===== src/rtl/spi_pkg.sv =====
// Shared types and helpers for the SPI register bank: FSM states, R/W encoding, frame length.
package spi_pkg;

    typedef enum logic [1:0] {
        StIdle,
        StCmd,
        StData,
        StDone
    } spi_state_e;

    localparam logic RW_WRITE = 1'b1;

    function automatic int unsigned frame_len(input int unsigned addr_w, input int unsigned data_w);
        return 1 + addr_w + data_w;
    endfunction

endpackage


===== src/rtl/spi_sync_edge.sv =====
// Multi-flop synchroniser for an asynchronous pin, with level and single-cycle edge outputs.
module spi_sync_edge #(
    parameter int unsigned SYNC_STAGES = 2,
    parameter logic        RESET_VAL   = 1'b0
) (
    input  logic clk,
    input  logic rst_n,
    input  logic din,
    output logic level,
    output logic rise,
    output logic fall
);

    logic [SYNC_STAGES-1:0] sync_q;
    logic                   prev_q;

    always_ff @(posedge clk or negedge rst_n) begin
        if (!rst_n) begin
            sync_q <= {SYNC_STAGES{RESET_VAL}};
            prev_q <= RESET_VAL;
        end else begin
            sync_q <= {sync_q[SYNC_STAGES-2:0], din};
            prev_q <= sync_q[SYNC_STAGES-1];
        end
    end

    assign level = sync_q[SYNC_STAGES-1];
    assign rise  = level & ~prev_q;
    assign fall  = ~level & prev_q;

endmodule


===== src/rtl/spi_reg_bank.sv =====
// SPI mode-0 target with a R/W register bank and CIPO readback.
// Optional build macro SPI_BURST_EN: multi-word frames with auto-incrementing address.
module spi_reg_bank
    import spi_pkg::*;
#(
    parameter int unsigned ADDR_W      = 7,
    parameter int unsigned DATA_W      = 8,
    parameter int unsigned NUM_REGS    = 5,
    parameter int unsigned SYNC_STAGES = 2
) (
    input  logic                         clk,
    input  logic                         rst_n,
    input  logic                         ncs,
    input  logic                         sclk,
    input  logic                         copi,
    output logic                         cipo,
    output logic                         cipo_oe,
    output logic [NUM_REGS*DATA_W-1:0]   reg_q,
    output logic [NUM_REGS-1:0]          wr_strobe,
    output logic                         frame_err
);

    localparam int unsigned CNT_W = $clog2(ADDR_W + DATA_W + 1);

    logic ncs_lvl, ncs_rise, ncs_fall;
    logic unused_sclk_lvl, sclk_rise, sclk_fall;
    logic copi_lvl, unused_copi_rise, unused_copi_fall;

    spi_sync_edge #(.SYNC_STAGES(SYNC_STAGES), .RESET_VAL(1'b1)) u_sync_ncs (
        .clk(clk), .rst_n(rst_n), .din(ncs),
        .level(ncs_lvl), .rise(ncs_rise), .fall(ncs_fall)
    );
    spi_sync_edge #(.SYNC_STAGES(SYNC_STAGES), .RESET_VAL(1'b0)) u_sync_sclk (
        .clk(clk), .rst_n(rst_n), .din(sclk),
        .level(unused_sclk_lvl), .rise(sclk_rise), .fall(sclk_fall)
    );
    spi_sync_edge #(.SYNC_STAGES(SYNC_STAGES), .RESET_VAL(1'b0)) u_sync_copi (
        .clk(clk), .rst_n(rst_n), .din(copi),
        .level(copi_lvl), .rise(unused_copi_rise), .fall(unused_copi_fall)
    );

    spi_state_e              state_q, state_d;
    logic [CNT_W-1:0]        cnt_q;
    logic [ADDR_W-1:0]       cmd_sr_q;
    logic [DATA_W-2:0]       data_sr_q;
    logic                    rw_q;
    logic [ADDR_W-1:0]       addr_q;
    logic                    load_q;
    logic                    commit_q;
    logic [ADDR_W-1:0]       commit_addr_q;
    logic [DATA_W-1:0]       commit_data_q;
    logic [DATA_W-1:0]       sout_q;
    logic                    cipo_q;
    logic                    frame_err_q;
    logic [NUM_REGS-1:0]     wr_strobe_q;
    logic [DATA_W-1:0]       regs_q [NUM_REGS];
    logic [DATA_W-1:0]       read_val;

    logic sample, cmd_last, word_last, partial, abort;

    always_ff @(posedge clk or negedge rst_n) begin
        if (!rst_n) begin
            state_q <= StIdle;
        end else begin
            state_q <= state_d;
        end
    end

    always_comb begin
        state_d = state_q;
        unique case (state_q)
            StIdle: if (ncs_fall) state_d = StCmd;
            StCmd:  if (cmd_last) state_d = StData;
`ifdef SPI_BURST_EN
            StData: state_d = StData;
`else
            StData: if (word_last) state_d = StDone;
`endif
            StDone: state_d = StDone;
            default: state_d = StIdle;
        endcase
        // The bit sampled this cycle is folded in above before the abort takes effect.
        if (ncs_rise) state_d = StIdle;
    end

    always_comb begin
        sample    = 1'b0;
        cmd_last  = 1'b0;
        word_last = 1'b0;
        partial   = 1'b0;
        unique case (state_q)
            StCmd: begin
                sample   = sclk_rise;
                cmd_last = sclk_rise && (cnt_q == CNT_W'(ADDR_W));
`ifdef SPI_BURST_EN
                partial  = (cnt_q != '0 || sclk_rise) && !cmd_last;
`else
                partial  = cnt_q != '0 || sclk_rise;
`endif
            end
            StData: begin
                sample    = sclk_rise;
                word_last = sclk_rise && (cnt_q == CNT_W'(DATA_W - 1));
`ifndef SPI_BURST_EN
                partial   = !word_last;
`endif
            end
            default: ;
        endcase
        abort = ncs_rise && partial;
    end

    always_comb begin
        read_val = '0;
        for (int k = 0; k < NUM_REGS; k++) begin
            if (addr_q == ADDR_W'(k)) read_val = regs_q[k];
        end
    end

    always_ff @(posedge clk or negedge rst_n) begin
        if (!rst_n) begin
            cnt_q         <= '0;
            cmd_sr_q      <= '0;
            data_sr_q     <= '0;
            rw_q          <= 1'b0;
            addr_q        <= '0;
            load_q        <= 1'b0;
            commit_q      <= 1'b0;
            commit_addr_q <= '0;
            commit_data_q <= '0;
            sout_q        <= '0;
            cipo_q        <= 1'b0;
            frame_err_q   <= 1'b0;
        end else begin
            load_q      <= 1'b0;
            commit_q    <= 1'b0;
            frame_err_q <= abort;

            if (ncs_rise || state_q == StIdle || cmd_last || word_last) begin
                cnt_q <= '0;
            end else if (sample) begin
                cnt_q <= cnt_q + 1'b1;
            end

            if (sample && state_q == StCmd) cmd_sr_q <= {cmd_sr_q[ADDR_W-2:0], copi_lvl};
            if (sample && state_q == StData) data_sr_q <= {data_sr_q[DATA_W-3:0], copi_lvl};

            if (cmd_last) begin
                rw_q   <= cmd_sr_q[ADDR_W-1];
                addr_q <= {cmd_sr_q[ADDR_W-2:0], copi_lvl};
                load_q <= cmd_sr_q[ADDR_W-1] != RW_WRITE;
            end

            if (word_last) begin
                commit_q      <= (rw_q == RW_WRITE) && (32'(addr_q) < NUM_REGS);
                commit_addr_q <= addr_q;
                commit_data_q <= {data_sr_q, copi_lvl};
`ifdef SPI_BURST_EN
                addr_q        <= addr_q + 1'b1;
                load_q        <= rw_q != RW_WRITE;
`endif
            end

            // The first fall after a load belongs to the previous bit, so it must not shift.
            if (load_q) begin
                sout_q <= read_val;
                cipo_q <= read_val[DATA_W-1];
            end else if (state_q == StData && sclk_fall && cnt_q != '0 && rw_q != RW_WRITE) begin
                sout_q <= sout_q << 1;
                cipo_q <= sout_q[DATA_W-2];
            end
            if (state_d == StIdle || state_d == StDone) cipo_q <= 1'b0;
        end
    end

    always_ff @(posedge clk or negedge rst_n) begin
        if (!rst_n) begin
            wr_strobe_q <= '0;
            for (int k = 0; k < NUM_REGS; k++) regs_q[k] <= '0;
        end else begin
            for (int k = 0; k < NUM_REGS; k++) begin
                wr_strobe_q[k] <= commit_q && (commit_addr_q == ADDR_W'(k));
                if (commit_q && (commit_addr_q == ADDR_W'(k))) regs_q[k] <= commit_data_q;
            end
        end
    end

    always_comb begin
        for (int k = 0; k < NUM_REGS; k++) reg_q[k*DATA_W +: DATA_W] = regs_q[k];
    end

    assign cipo      = cipo_q;
    assign cipo_oe   = ~ncs_lvl;
    assign wr_strobe = wr_strobe_q;
    assign frame_err = frame_err_q;

endmodule

===== config.mk =====
export PLATFORM = sky130hd
export DESIGN_NAME = spi_reg_bank
export DESIGN_NICKNAME = d
export VERILOG_FILES = /design/src/rtl/spi_pkg.sv /design/src/rtl/spi_sync_edge.sv /design/src/rtl/spi_reg_bank.sv
export SDC_FILE = /design/constraint.sdc
export NUM_CORES = 1
export LEC_CHECK = 0
export CORE_ASPECT_RATIO = 0.8
export CORE_UTILIZATION = 51
export DETAILED_ROUTE_END_ITERATION = 7
export DONT_BUFFER_PORTS = 1
export PLACE_DENSITY = 0.66
export SLEW_MARGIN = 20
export SYNTH_ARGS = -nofsm -noshare
export SYNTH_HDL_FRONTEND = slang
export SYNTH_SLANG_ARGS = --single-unit

===== constraint.sdc =====
create_clock -name clk -period 4.3 [get_ports clk]
set_clock_uncertainty 0.2 [all_clocks]
set_input_delay 0.86 -clock clk [delete_from_list [all_inputs] [get_ports clk]]
set_output_delay 0.86 -clock clk [all_outputs]
set_load 0.05 [all_outputs]

Word-level counts from Yosys, hierarchy flattened
Index checks and enable logic that the tools add are counted.
Widths: inputs -> output; s select.
{ "totals": {"regBits": 107, "latchBits": 0, "ram_bits": 0, "romBits": 0, "inputBits": 5, "out_inout_bits": 48, "wordCells": 100, "n_memories": 0} }
{ "op_classes": {"addsub": 1, "multipliers": 0, "div": 0, "magnitude_cmp": 1, "n_eq_ne": 13, "n_shift": 0, "n_mux": 23, "bitwise": 10, "n_reduce_logical": 28} }
{ "op_table": {"columns": ["operator", "n"], "rows": [
  ["$mux 8", 5],
  ["$eq 7x2->1 const B", 4],
  ["$eq 7x1->1 const B", 2],
  ["$eq 7x3->1 const B", 2],
  ["$logic_not 7->1", 2],
  ["$mux 7", 2],
  ["$logic_and 1x1->1", 13],
  ["$mux 1", 8],
  ["$mux 2", 4],
  ["$mux 4", 2],
  ["$pmux 2 s4", 1],
  ["$lt 7x3->1 const B", 1],
  ["$eq 2x2->1 const B", 3],
  ["$not 1->1", 6],
  ["$logic_or 1x1->1", 5],
  ["$add 4x1->4 const B", 1],
  ["$and 1x1->1", 4],
  ["$eq 4x3->1 const B", 1],
  ["$logic_not 2->1", 2],
  ["$reduce_bool 2->1", 2],
  ["$reduce_bool 4->1", 1],
  ["$reduce_bool 3->1", 1],
  ["$eq 2x1->1 const B", 1],
  ["$pmux 1 s2", 1],
  ["other kinds (2)", 2]
]} }

Longest topological paths before layout
Gate-level depths: netlist of the first run.
{ "logic_depth": {"ltp_word": 10, "depth_mapped": 7} }

Modules after synthesis
Synthesis of the first run repeated with hierarchy kept, for this count alone.
{ "hier_totals": {"cells_unflattened": 333, "area_unflattened_um2": 4569.4} }
{ "modules_own_cells": {"columns": ["mod", "instances", "cells_each", "area_per_inst_um2", "seq_area_each_um2"], "rows": [
  ["spi_reg_bank", 1, 318, 4295.4, 2477.4],
  ["spi_sync_edge (u_sync_copi ...)", 2, 5, 90.1, 75.1],
  ["spi_sync_edge (u_sync_ncs)", 1, 5, 93.8, 78.8]
]} }

Worst setup path before layout of the first run
Ideal clock, no wire load.
{ "synth_timing": {"path_kind": "register to register", "from": "reg cnt_q[0]", "to": "reg cipo_q, in the netlist cipo", "arrival_time_ns": 1.774, "setup_slack_ns": 2.244, "stages_incl_launch_ff": 7, "cell_sequence": "dfrtp_1 -> ha_1 -> nor4bb_1 -> buf_6 -> a311o_1 -> a2111o_1 -> a22oi_2"} }
{ "synth_via": {"elab_chain_len": 9, "word_cells_on_any_way": 16, "cone_classes": "eq/ne (2); mux (7); reduce/logical (7)"} }
{ "synth_lines": {"columns": ["element", "line_no", "text"], "rows": [
  ["start, declared", "spi_reg_bank.sv:43", "logic [CNT_W-1:0] cnt_q;"],
  ["start signal, assigned", "spi_reg_bank.sv:142", "cnt_q <= cnt_q + 1'b1;"],
  ["$eq 4x3->1", "spi_reg_bank.sv:94, spi_reg_bank.sv:103", null],
  ["$logic_and 1x1->1", "spi_reg_bank.sv:94, spi_reg_bank.sv:103", null],
  ["$mux 1", "spi_reg_bank.sv:91", "unique case (state_q)"],
  ["$mux 2 (on tied branches)", "spi_reg_bank.sv:77, spi_reg_bank.sv:73", null],
  ["$pmux 2 s4", "spi_reg_bank.sv:71", "unique case (state_q)"],
  ["$mux 2", "spi_reg_bank.sv:83", "if (ncs_rise) state_d = StIdle;"],
  ["$eq 2x2->1 / $logic_not 2->1 (equally long branches)", "spi_reg_bank.sv:172", "if (state_d == StIdle || state_d == StDone) cipo_q <= 1'b0;"],
  ["$logic_or 1x1->1", "spi_reg_bank.sv:172", null],
  ["$reduce_bool 3->1 (no line) / $mux 1 (equally long branches)", null, null],
  ["end signal, assigned", "spi_reg_bank.sv:167", "cipo_q <= read_val[DATA_W-1];"],
  ["end signal, assigned", "spi_reg_bank.sv:170", "cipo_q <= sout_q[DATA_W-2];"],
  ["end, declared", "spi_reg_bank.sv:53", "logic cipo_q;"]
]} }
Parallel ways exist; a longest one is shown, timed or not.
A chain may end at the register's enable or synchronous reset.

Worst setup path after layout of the first run
{ "layout_timing": {"from": "reg u_sync_ncs.sync_q[1]", "to": "out cipo_oe"} }
{ "layout_via": {"elab_chain_len": 1} }
{ "layout_lines": {"columns": ["element", "line_no", "text"], "rows": [
  ["start, declared", "spi_sync_edge.sv:14", "logic [SYNC_STAGES-1:0] sync_q;"],
  ["start signal, assigned", "spi_sync_edge.sv:19", "sync_q <= {SYNC_STAGES{RESET_VAL}};"],
  ["start signal, assigned", "spi_sync_edge.sv:22", "sync_q <= {sync_q[SYNC_STAGES-2:0], din};"],
  ["$not 1->1", "spi_reg_bank.sv:193", "assign cipo_oe = ~ncs_lvl;"],
  ["end, declared", "spi_reg_bank.sv:17", "output logic cipo_oe,"]
]} }
No other way between the ends.

==> results of run 1 <==
-- cell usage in the layout, fill, tap and decap left out, types with 2 or more instances in the layout --
master | Yosys | final
sky130_fd_sc_hd__nand3b_2 | 2 | 2
sky130_fd_sc_hd__and3_1 | 2 | 2
sky130_fd_sc_hd__mux2_2 | 68 | 68
sky130_fd_sc_hd__dfstp_2 | 3 | 3
sky130_fd_sc_hd__xor2_1 | 2 | 2
sky130_fd_sc_hd__a31oi_1 | 8 | 8
sky130_fd_sc_hd__mux2i_1 | 8 | 8
sky130_fd_sc_hd__nor2_1 | 9 | 9
sky130_fd_sc_hd__clkinv_2 | 0 | 2
sky130_fd_sc_hd__nor3b_1 | 2 | 2
sky130_fd_sc_hd__ha_1 | 6 | 6
sky130_fd_sc_hd__nand2_1 | 32 | 32
sky130_fd_sc_hd__o22ai_1 | 6 | 6
sky130_fd_sc_hd__a2111o_1 | 2 | 2
sky130_fd_sc_hd__clkbuf_8 | 0 | 9
sky130_fd_sc_hd__nand2b_1 | 2 | 2
sky130_fd_sc_hd__and3b_1 | 2 | 2
sky130_fd_sc_hd__nor2b_1 | 8 | 8
sky130_fd_sc_hd__nand3_1 | 3 | 3
sky130_fd_sc_hd__inv_1 | 11 | 11
sky130_fd_sc_hd__nor3_1 | 3 | 3
sky130_fd_sc_hd__mux4_2 | 7 | 7
sky130_fd_sc_hd__nand2_2 | 2 | 2
sky130_fd_sc_hd__dfrtp_1 | 104 | 104
sky130_fd_sc_hd__clkinv_4 | 0 | 2
sky130_fd_sc_hd__a21oi_1 | 3 | 3
sky130_fd_sc_hd__inv_6 | 0 | 2
sky130_fd_sc_hd__nand4_1 | 3 | 3
sky130_fd_sc_hd__o21ai_0 | 3 | 3
-- sequential cells by signal (all words and copies together) (netlist names), 2 cells and up --
name / cells
cnt_q: 4
commit_data_q: 8
u_sync_sclk.sync_q: 2
cmd_sr_q: 7
state_q: 2
u_sync_ncs.sync_q: 2
commit_addr_q: 7
data_sr_q: 7
u_sync_copi.sync_q: 2
reg_q: 40
wr_strobe: 5
addr_q: 7
sout_q: 7
-- cell usage after synthesis, drive strengths merged (5+ instances only) --
| master | instances | area share [%] |
|---|---|---|
| dfrtp | 104 | 57 |
| mux2 | 69 | 17 |
| nand2 | 34 | 2.9 |
| inv | 11 | 0.90 |
| nor2 | 9 | 0.74 |
| nor2b | 9 | 1.3 |
| a31oi | 8 | 1.1 |
| mux2i | 8 | 1.8 |
| buf | 7 | 0.88 |
| mux4 | 7 | 3.5 |
| ha | 6 | 1.6 |
| o22ai | 6 | 0.82 |
| nand3 | 5 | 0.93 |
-- path summary, 6_finish.rpt --
check,end,cells past startpoint
worst max register to register,cipo$_DFFE_PN0P_,6
worst max-delay path,cipo_oe,1
min in group clk,u_sync_sclk.sync_q[1]$_DFF_PN0_,0
worst min register to register,u_sync_sclk.sync_q[1]$_DFF_PN0_,0
worst min-delay path,u_sync_ncs.sync_q[0]$_DFF_PN1_,0
max in group asynchronous,commit_data_q[1]$_DFFE_PN0P_,1
-- power breakdown --
part           internal (uW)  switching, uW
Clock                    273            343
Sequential              1040           37.0
Combinational           68.4            102
-- worst reg2reg max path: stages, from the launching register on --
cell and delay [ps]:
sky130_fd_sc_hd__dfrtp_1 430, sky130_fd_sc_hd__ha_1 230, sky130_fd_sc_hd__nor4bb_1 140, sky130_fd_sc_hd__buf_4 160, sky130_fd_sc_hd__a311o_1 390, sky130_fd_sc_hd__a2111o_1 430
sky130_fd_sc_hd__a22oi_2 140
-- area by class of cell --
cell class / instances / area [um2] / area share (%)
clock inverters: 7 / 75.07 / 1.538
inverters: 11 / 41.29 / 0.8457
clock buffers: 9 / 123.9 / 2.537
well taps: 112 / 140.1 / 2.870
flip-flops and latches: 107 / 2681 / 54.92
multi-input cells: 202 / 1785 / 36.57
repair buffers: 2 / 35.03 / 0.7176
-- logic make-up after synthesis --
logic type      share of synthesized area [%]
simple gates                            10.34
buf+inv                                 2.111
flops                                   58.76
fa+ha+maj                               1.645
xor+xnor                               0.5759
compound gates                          4.332
mux                                     22.24
-- layer usage --
metal	track usage [%]	share of wire, %	vias up
met5	0	0	-
met4	4.857	0.90	0
met3	7.669	5.9	9
met2	31.18	43	66
met1	33.67	50	1385
li1	-	-	1182
-- repair_timing --
action | in CTS | in global routing
hold buffers | 1 | 0
setup endpoints to repair | 0 | 0
hold endpoints to repair | 104 | 0
-- through the flow --
stage | setup WS (ps) | hold WS, ps | power, uW
final | 2091 | 121.3 | 1867
after global routing | 1965 | 89.15 | 1956
after CTS | 2066 | 98.98 | 1888
after detailed placement | 2146 | 139.6 | 1246
after global placement | 2154 | 133.4 | 1241
after floorplan | 2244 | 131.2 | 1208
==> impl_metrics.tcl, run 1 <==
set metrics [dict create \
    outcome "finished clean" \
    yosysWarnings 0 \
    layout.filler_cells 701 \
    worst-slew-pin-transition_ps 797.3 \
    clockBufferDepth 2 \
    num_rows 30 \
    post_synth_num_cell_types 48 \
    critical_path.max_stage_delay_ps 560 \
    total_leakage_power_uw 0.002453 \
    synth.cell_area_um2 4563 \
    r2r_startpoint "cnt_q[0]$_DFFE_PN0P_" \
    grt_setup_unrepaired "no" \
    routed_wirelength_mm 9.323 \
    global_route.usage.total_pct 22.37 \
    final_max_slew_viol_count 0 \
    design.core.area_um2 8596 \
    crit_path_max_fanout 5 \
    clk_transition_reported_paths_ps 90 \
    r2r_slack_ps 2110 \
    ios 53 \
    cts_resized 0 \
    startpoint_type "flop" \
    hold_class "input port to async pin" \
    place_area_um2 4656 \
    post_route_insts_no_fill 450 \
    nets 344 \
    crit_chain "inv_1" \
    slew_headroom_pct 46.36 \
    first_pass_iteration_count_of_the_detailed_router 4 \
    fin_crit_ps 2209 \
    grt_remaining_overflow 0 \
    sequential_fraction_of_the_synthesis_area_pct 58.76 \
    final_core_utilization_pct 56.80 \
    placed_cells 433 \
    via_per_inst 5.871 \
    gpl.final_weighted_congestion 0.7674 \
    critPathCaptureType "output pin" \
    crit_path_top_delay_cell "sky130_fd_sc_hd__dfstp_2" \
    die_width_um 107.8 \
    fmax_ghz 0.4527 \
    post_route_fraction_of_the_period_consumed_by_the_critical_path_pct 51.37 \
    cts_tree "built" \
    ys_ff_latch 107 \
    drt.antenna.violating_nets 0 \
    pin_count_of_the_biggest_net_entering_global_routing 105 \
    worstSetupPathType "flop to output pin" \
    io_buffer_count 0 \
    hpwl_mm 6.069 \
    vias_in_the_first_global_route 2724 \
    route.vias.total 2642 \
    maxCapViolations 0 \
    avgRoutedWirePerCell_um 20.72 \
    finalHoldViolCount 0 \
    syn_nets 342 \
    floorplan.die_area_um2 9332 \
    fin_setup_tns_ps 0 \
    timing.critical_path.required_ps 3240 \
    post_synth.cell_area_avg_um2 13.79 \
    cts_inserted_buffers 9 \
    die_height_um 86.61 \
    path_delay_family "flip-flops" \
    layout-area-overhead-vs-synth_pct 6.992 \
    data_arrival_time_of_the_critical_path_ps 1150 \
    grt_antenna_before_repair 0 \
    clk_latency_ps 380 \
    grt_first_pass_wirelength_mm 15.26 \
    peakVddDrop_v 0.0002663 \
    cp.buffers_inverters 1 \
    synth-edff-count 0 \
    cts_sinks 107 \
    initial_core_util_pct 53.09 \
    final-setup-viol-count 0 \
    diodes 0 \
    drive_gt1_share_pct 32.25 \
    ctsRootBufferMaster "sky130_fd_sc_hd__clkbuf_8" \
    drc 0 \
    final_design_area_no_fill_um2 4882 \
    first_iter_violations 186 \
    crit_start "u_sync_ncs.sync_q[1]$_DFF_PN1_" \
    postCtsSetupBuffers 0 \
    ys_dominant_reg_cell "sky130_fd_sc_hd__dfrtp_1" \
    cts_htree_levels 3 \
    postSynthCellCount 331 \
    async_reset_ff_share_pct 100.0 \
    pwr_density_cell_nw_per_um2 382.4 \
]
Note: power is estimated with default switching activity, not from simulation.
==> inputs of run 2 (changes only) <==
Settings changed: PLACE_DENSITY 0.66 to 0.69.
Clock period 4.3 ns to 1.77 ns, I/O delays scaled along.
==> run 2 against run 1 <==
The flow now finishes with violations (hold timing, setup timing). Utilization rose by 15 points. First-iteration DRC count rose by 39%. Critical path type is now flop to flop. Via count rose by 23%. Die area did not move. Setup slack got worse by 2300 ps. Combinational power rose to 4.5 times the previous value. Non-clock buffer count rose by 94. Flip-flop and latch count did not move. Sequential power rose by 140%. Critical path depth rose by 4.
==> impl_metrics.tcl, run 2 (synthesized netlist as in run 1, its figures left out) <==
set metrics [dict create \
    drc 0 \
    r2r_slack_ps -230 \
    ctsHoldBuffers 3 \
    hold_class "input port to async pin" \
    failed_checks "hold timing, setup timing" \
    nets 445 \
    avgRoutedWirePerCell_um 21.14 \
    total_leakage_power_uw 0.003298 \
    peakVddDrop_v 0.0008224 \
    slew_headroom_pct 58.96 \
    route.vias.total 3238 \
    initial_core_util_pct 53.09 \
    drt.antenna.violating_nets 0 \
    place_area_um2 5240 \
    global_route.usage.total_pct 25.07 \
    timing.critical_path.required_ps 1820 \
    ctsRootBufferMaster "sky130_fd_sc_hd__clkbuf_8" \
    diodes 0 \
    fin_crit_ps 2005 \
    ff_latch_area_um2 2683 \
    first_pass_iteration_count_of_the_detailed_router 4 \
    die_height_um 86.61 \
    cts_sinks 107 \
    io_buffer_count 0 \
    final_max_slew_viol_count 0 \
    cts_tree "built" \
    startpoint_type "flop" \
    post_route_fraction_of_the_period_consumed_by_the_critical_path_pct 113.3 \
    layout-area-overhead-vs-synth_pct 34.77 \
    layout_setup_ws_ps -234.8 \
    first_iter_violations 258 \
    grt_remaining_overflow 0 \
    crit_chain "or3_4, nor3_4, buf_6, nand4b_4, mux2_4" \
    outcome "complete, but fails checks" \
    design.core.area_um2 8596 \
    largest_reg_flops 40 \
    routed_wirelength_mm 11.65 \
    layout_commonest_cell "sky130_fd_sc_hd__dfrtp_1" \
    final_design_area_no_fill_um2 6150 \
    die_width_um 107.8 \
    most-common-layout-cells "103 x sky130_fd_sc_hd__dfrtp_1, 77 x sky130_fd_sc_hd__buf_4, 53 x sky130_fd_sc_hd__mux2_2" \
    grt_antenna_before_repair 0 \
    grt_first_pass_wirelength_mm 17.17 \
    layout.filler_cells 529 \
    finalHoldViolCount 107 \
    path_delay_family "simple AND/OR/NAND/NOR gates" \
    crit_path_top_delay_cell "sky130_fd_sc_hd__or3_4" \
    gpl.final_weighted_congestion 0.8879 \
    drive_gt1_share_pct 57.40 \
    r2r_startpoint "commit_addr_q[5]$_DFFE_PN0P_" \
    critPathCaptureType "flop" \
    via_per_inst 5.877 \
    cts_htree_levels 3 \
    fmax_ghz 0.4988 \
    worst-slew-pin-transition_ps 615.5 \
    final_core_utilization_pct 71.54 \
    floorplan.die_area_um2 9332 \
    data_arrival_time_of_the_critical_path_ps 2060 \
    r2r_end "reg_q[38]$_DFFE_PN0P_" \
    place_ws_ps -240.4 \
    worstSetupPathType "flop to flop" \
    pwr_density_cell_nw_per_um2 788.3 \
    clockBufferDepth 2 \
    r2r_cells 5 \
    cp.buffers_inverters 1 \
    hpwl_mm 6.927 \
    vias_in_the_first_global_route 3204 \
    maxCapViolations 0 \
    cts_inserted_buffers 9 \
    ios 53 \
    critical_path.max_stage_delay_ps 430 \
    num_rows 30 \
    clk_latency_ps 370 \
    multiInputGateArea_um2 2285 \
    grt_setup_unrepaired "yes" \
    crit_path_max_fanout 5 \
    clk_transition_reported_paths_ps 100 \
    holdWs_ps -522.7 \
    final-setup-viol-count 91 \
    pin_count_of_the_biggest_net_entering_global_routing 108 \
]
-- run 2: cell type report --
cell class,count,share of cell area [%]
repair buffers,96,13.22
flip-flops and latches,107,43.62
clock buffers,11,2.136
well taps,112,2.279
clock inverters,5,0.8749
inverters,11,0.7121
multi-input cells,209,37.15
-- run 2: worst max path at each step --
stage,from,slack [ps],cells past startpoint,end
finish,commit_addr_q[5]$_DFFE_PN0P_,-230,5,reg_q[38]$_DFFE_PN0P_
global route,cnt_q[0]$_DFFE_PN0P_,-320,5,cipo$_DFFE_PN0P_
CTS,state_q[1]$_DFF_PN0_,-180,6,cipo$_DFFE_PN0P_
detailed placement,commit_addr_q[5]$_DFFE_PN0P_,-240,4,reg_q[18]$_DFFE_PN0P_
global placement,commit_addr_q[5]$_DFFE_PN0P_,-210,4,reg_q[20]$_DFFE_PN0P_
floorplan,cnt_q[0]$_DFFE_PN0P_,-110,6,cipo$_DFFE_PN0P_
-- run 2: worst register-to-register path: cells and delay by family (launching register included) --
family | cells | cell delay, ps
buffers and inverters | 1 | 140
DFF | 1 | 390
muxes | 1 | 350
and+or+nand+nor | 3 | 810
-- run 2: per-layer routing --
| metal | track usage (%) | part of all wire (%) | wire length (um) | vias to the layer above |
|---|---|---|---|---|
| met5 | 0 | 0 | 0 | - |
| met4 | 8.593 | 2.6 | 308 | 0 |
| met3 | 6.842 | 6.1 | 705 | 25 |
| met2 | 38.23 | 46 | 5401 | 105 |
| met1 | 34.78 | 45 | 5234 | 1694 |
| li1 | - | - | - | 1414 |
-- run 2: repair_timing --
action                                  4_1_cts  5_1_grt
resized for setup                            61       45
pin swaps                                    33       20
endpoints found under the setup margin       96       98
cloned                                        5        3
setup buffers                                12        9
hold endpoints to repair                    110      107
-- run 2: stage by stage --
stage	hold slack, ps	power, uW	std cells	TNS, ps
floorplan	-141.6	2963	331	-1698
global placement	-139.5	3156	505	-10590
detailed placement	-138.8	3172	505	-14080
CTS	-544.7	4786	541	-8348
global route	-551.5	5035	551	-17630
finish	-522.7	4848	551	-11490
-- run 2: power by group --
group | leakage [uW] | switching (uW) | internal (uW) | total [uW]
registers | 0.00147 | 96.5 | 2530 | 2630
logic | 0.00174 | 357 | 413 | 771
clock network | 0.0000971 | 795 | 652 | 1450
total | 0.00330 | 1250 | 3600 | 4850
==> inputs of run 3 (changes only) <==
Settings changed: GPL_TIMING_DRIVEN from default to 0.
==> run 3 against run 2 <==
The run still ends with hold timing, setup timing left. Final area down 9.9%. Via count down 11%. First-iteration DRC count down 52%. Maximum frequency up 1.5%. Non-clock buffer count down 61. Clock power about the same. Sequential share of layout area up 5.4 points. Critical path type unchanged. Largest power group unchanged.
==> impl_metrics.tcl, run 3 (synthesized netlist as in run 1, its figures left out) <==
set metrics [dict create \
    ios 53 \
    via_per_inst 5.945 \
    first_pass_iteration_count_of_the_detailed_router 4 \
    vias_in_the_first_global_route 2910 \
    clk_transition_reported_paths_ps 100 \
    initial_core_util_pct 53.09 \
    nets 381 \
    cell_internal_pwr_uw 3577 \
    critical_path.max_stage_delay_ps 430 \
    pin_count_of_the_biggest_net_entering_global_routing 108 \
    die_height_um 86.61 \
    peakVddDrop_v 0.0006570 \
    grt_first_pass_wirelength_mm 16.15 \
    path_delay_family "compound AO/OA/AOI/OAI gates" \
    num_rows 30 \
    final_max_slew_viol_count 0 \
    ctsRootBufferMaster "sky130_fd_sc_hd__clkbuf_8" \
    swShare_pct 26.07 \
    most-common-layout-cells "77 x sky130_fd_sc_hd__dfrtp_1, 53 x sky130_fd_sc_hd__mux2_2, 30 x sky130_fd_sc_hd__nand2_1" \
    maxCapViolations 0 \
    pwr_density_cell_nw_per_um2 873.0 \
    fmax_ghz 0.5065 \
    finalHoldViolCount 107 \
    clk_latency_ps 370 \
    layout_setup_ws_ps -204.2 \
    timing.critical_path.required_ps 1870 \
    avgRoutedWirePerCell_um 21.05 \
    drive_gt1_share_pct 50.13 \
    fin_crit_ps 1974 \
    largest_reg_flops 40 \
    first_iter_violations 123 \
    layout-area-overhead-vs-synth_pct 21.47 \
    post_route_fraction_of_the_period_consumed_by_the_critical_path_pct 111.5 \
    crit_path_max_fanout 3 \
    io_buffer_count 0 \
    die_width_um 107.8 \
    crit_path_top_delay_cell "sky130_fd_sc_hd__a2111o_1" \
    report.power.total_uw 4839 \
    grt_setup_unrepaired "yes" \
    drc 0 \
    cts_inserted_buffers 9 \
    r2r_end "cipo$_DFFE_PN0P_" \
    final-setup-viol-count 82 \
    hpwl_mm 6.358 \
    design.core.area_um2 8596 \
    cp_num_cells 6 \
    routed_wirelength_mm 10.25 \
    critPathCaptureType "flop" \
    final_core_utilization_pct 64.48 \
    layout_commonest_cell "sky130_fd_sc_hd__dfrtp_1" \
    r2r_startpoint "state_q[1]$_DFF_PN0_" \
    route.vias.total 2895 \
    slew_headroom_pct 61.56 \
    gpl.final_weighted_congestion 0.7715 \
    share_clk_of_total_power_pct 30.5 \
    total_leakage_power_uw 0.002913 \
    ctsHoldBuffers 3 \
    worst-slew-pin-transition_ps 576.5 \
    failed_checks "hold timing, setup timing" \
    floorplan.die_area_um2 9332 \
    fin_setup_tns_ps -8925 \
    data_arrival_time_of_the_critical_path_ps 2070 \
    layout.filler_cells 646 \
    diodes 0 \
    hold_class "input port to async pin" \
    startpoint_type "flop" \
    cts_sinks 107 \
    cts_tree "built" \
    cts_htree_levels 3 \
    global_route.usage.total_pct 23.65 \
    crit_start "state_q[1]$_DFF_PN0_" \
    r2r_slack_ps -200 \
    r2r_cells 6 \
    power_frac_seq_pct 54.4 \
    worstSetupPathType "flop to flop" \
    clockBufferDepth 2 \
    power_frac_comb_pct 15.1 \
    crit_chain "buf_4, ha_1, a2111o_1, a31oi_4, o2111ai_2, a22oi_2" \
    drt.antenna.violating_nets 0 \
    grt_antenna_before_repair 0 \
    total_switching_power_uw 1262 \
    grt_remaining_overflow 0 \
    holdWs_ps -535.4 \
    outcome "complete, but fails checks" \
    cp.buffers_inverters 1 \
]
run 3: cell types whose count changed in the layout (fill, tap and decap cells not counted), moves of 3 or more:
| cell | delta |
|---|---|
| sky130_fd_sc_hd__nand2_1 | +10 |
| sky130_fd_sc_hd__nor2b_1 | +5 |
| sky130_fd_sc_hd__nor2b_4 | -5 |
| sky130_fd_sc_hd__buf_4 | -62 |
| sky130_fd_sc_hd__dfrtp_1 | -26 |
| sky130_fd_sc_hd__inv_1 | +5 |
| sky130_fd_sc_hd__inv_2 | -5 |
| sky130_fd_sc_hd__nand2_2 | -9 |
| sky130_fd_sc_hd__nand3_4 | -3 |
| sky130_fd_sc_hd__dfrtp_2 | +26 |
| sky130_fd_sc_hd__a31oi_1 | +4 |
run 3: per-layer routing:
metal	global-route usage, %	vias up	wire length (um)
li1	-	1278	-
met3	5.489	18	701
met2	35.49	87	4691
met5	0	-	0
met4	7.098	0	187
met1	34.38	1512	4669
run 3: repair_timing:
action                                 4_1_cts  5_1_grt
endpoints found under the hold margin      110      107
buffers inserted                            17        5
gates cloned                                 4        0
resized for setup                           60       31
setup endpoints to repair                   93       95
pin swaps                                    9        2
run 3: per-stage QoR:
stage | setup slack, ps | cells | cell area [um2]
after floorplan | -109.1 | 331 | 4632
after global placement | -279.1 | 443 | 4772
after detailed placement | -358.6 | 443 | 4772
after CTS | -182.2 | 482 | 5420
after global routing | -256.7 | 487 | 5543
final | -204.2 | 487 | 5543
run 3: cell type report:
cell class	count	area, um2	area share, %
multi-input combinational	206	2123	38.31
clock inverter	5	60.06	1.084
sequential	107	2715	48.98
buffer	10	95.09	1.716
timing repair buffer	25	234.0	4.221
clock buffer	11	131.4	2.370
tap	112	140.1	2.528
inverter	11	43.79	0.7901
run 3: worst reg2reg max path, delay by kind of cell (launching register included):
family,cells,cell delay (ps)
compound gates,4,960
fa+ha+maj,1,180
buf+inv,1,150
flops,1,420
run 3: power groups by stage:
stage	clock [uW]	sequential, uW	combinational [uW]
floorplan	0	2650	318
global placement	0	2670	376
detailed placement	0	2670	389
CTS	1510	2630	606
global route	1610	2650	776
finish	1480	2630	731
run 3: how the worst max path moves through the flow:
| stage | to | slack, ps |
|---|---|---|
| after floorplan | cipo$_DFFE_PN0P_ | -110 |
| after global placement | reg_q[10]$_DFFE_PN0P_ | -280 |
| after detailed placement | reg_q[10]$_DFFE_PN0P_ | -360 |
| after CTS | cnt_q[3]$_DFFE_PN0P_ | -180 |
| after global routing | cipo$_DFFE_PN0P_ | -260 |
| final | cipo$_DFFE_PN0P_ | -200 |
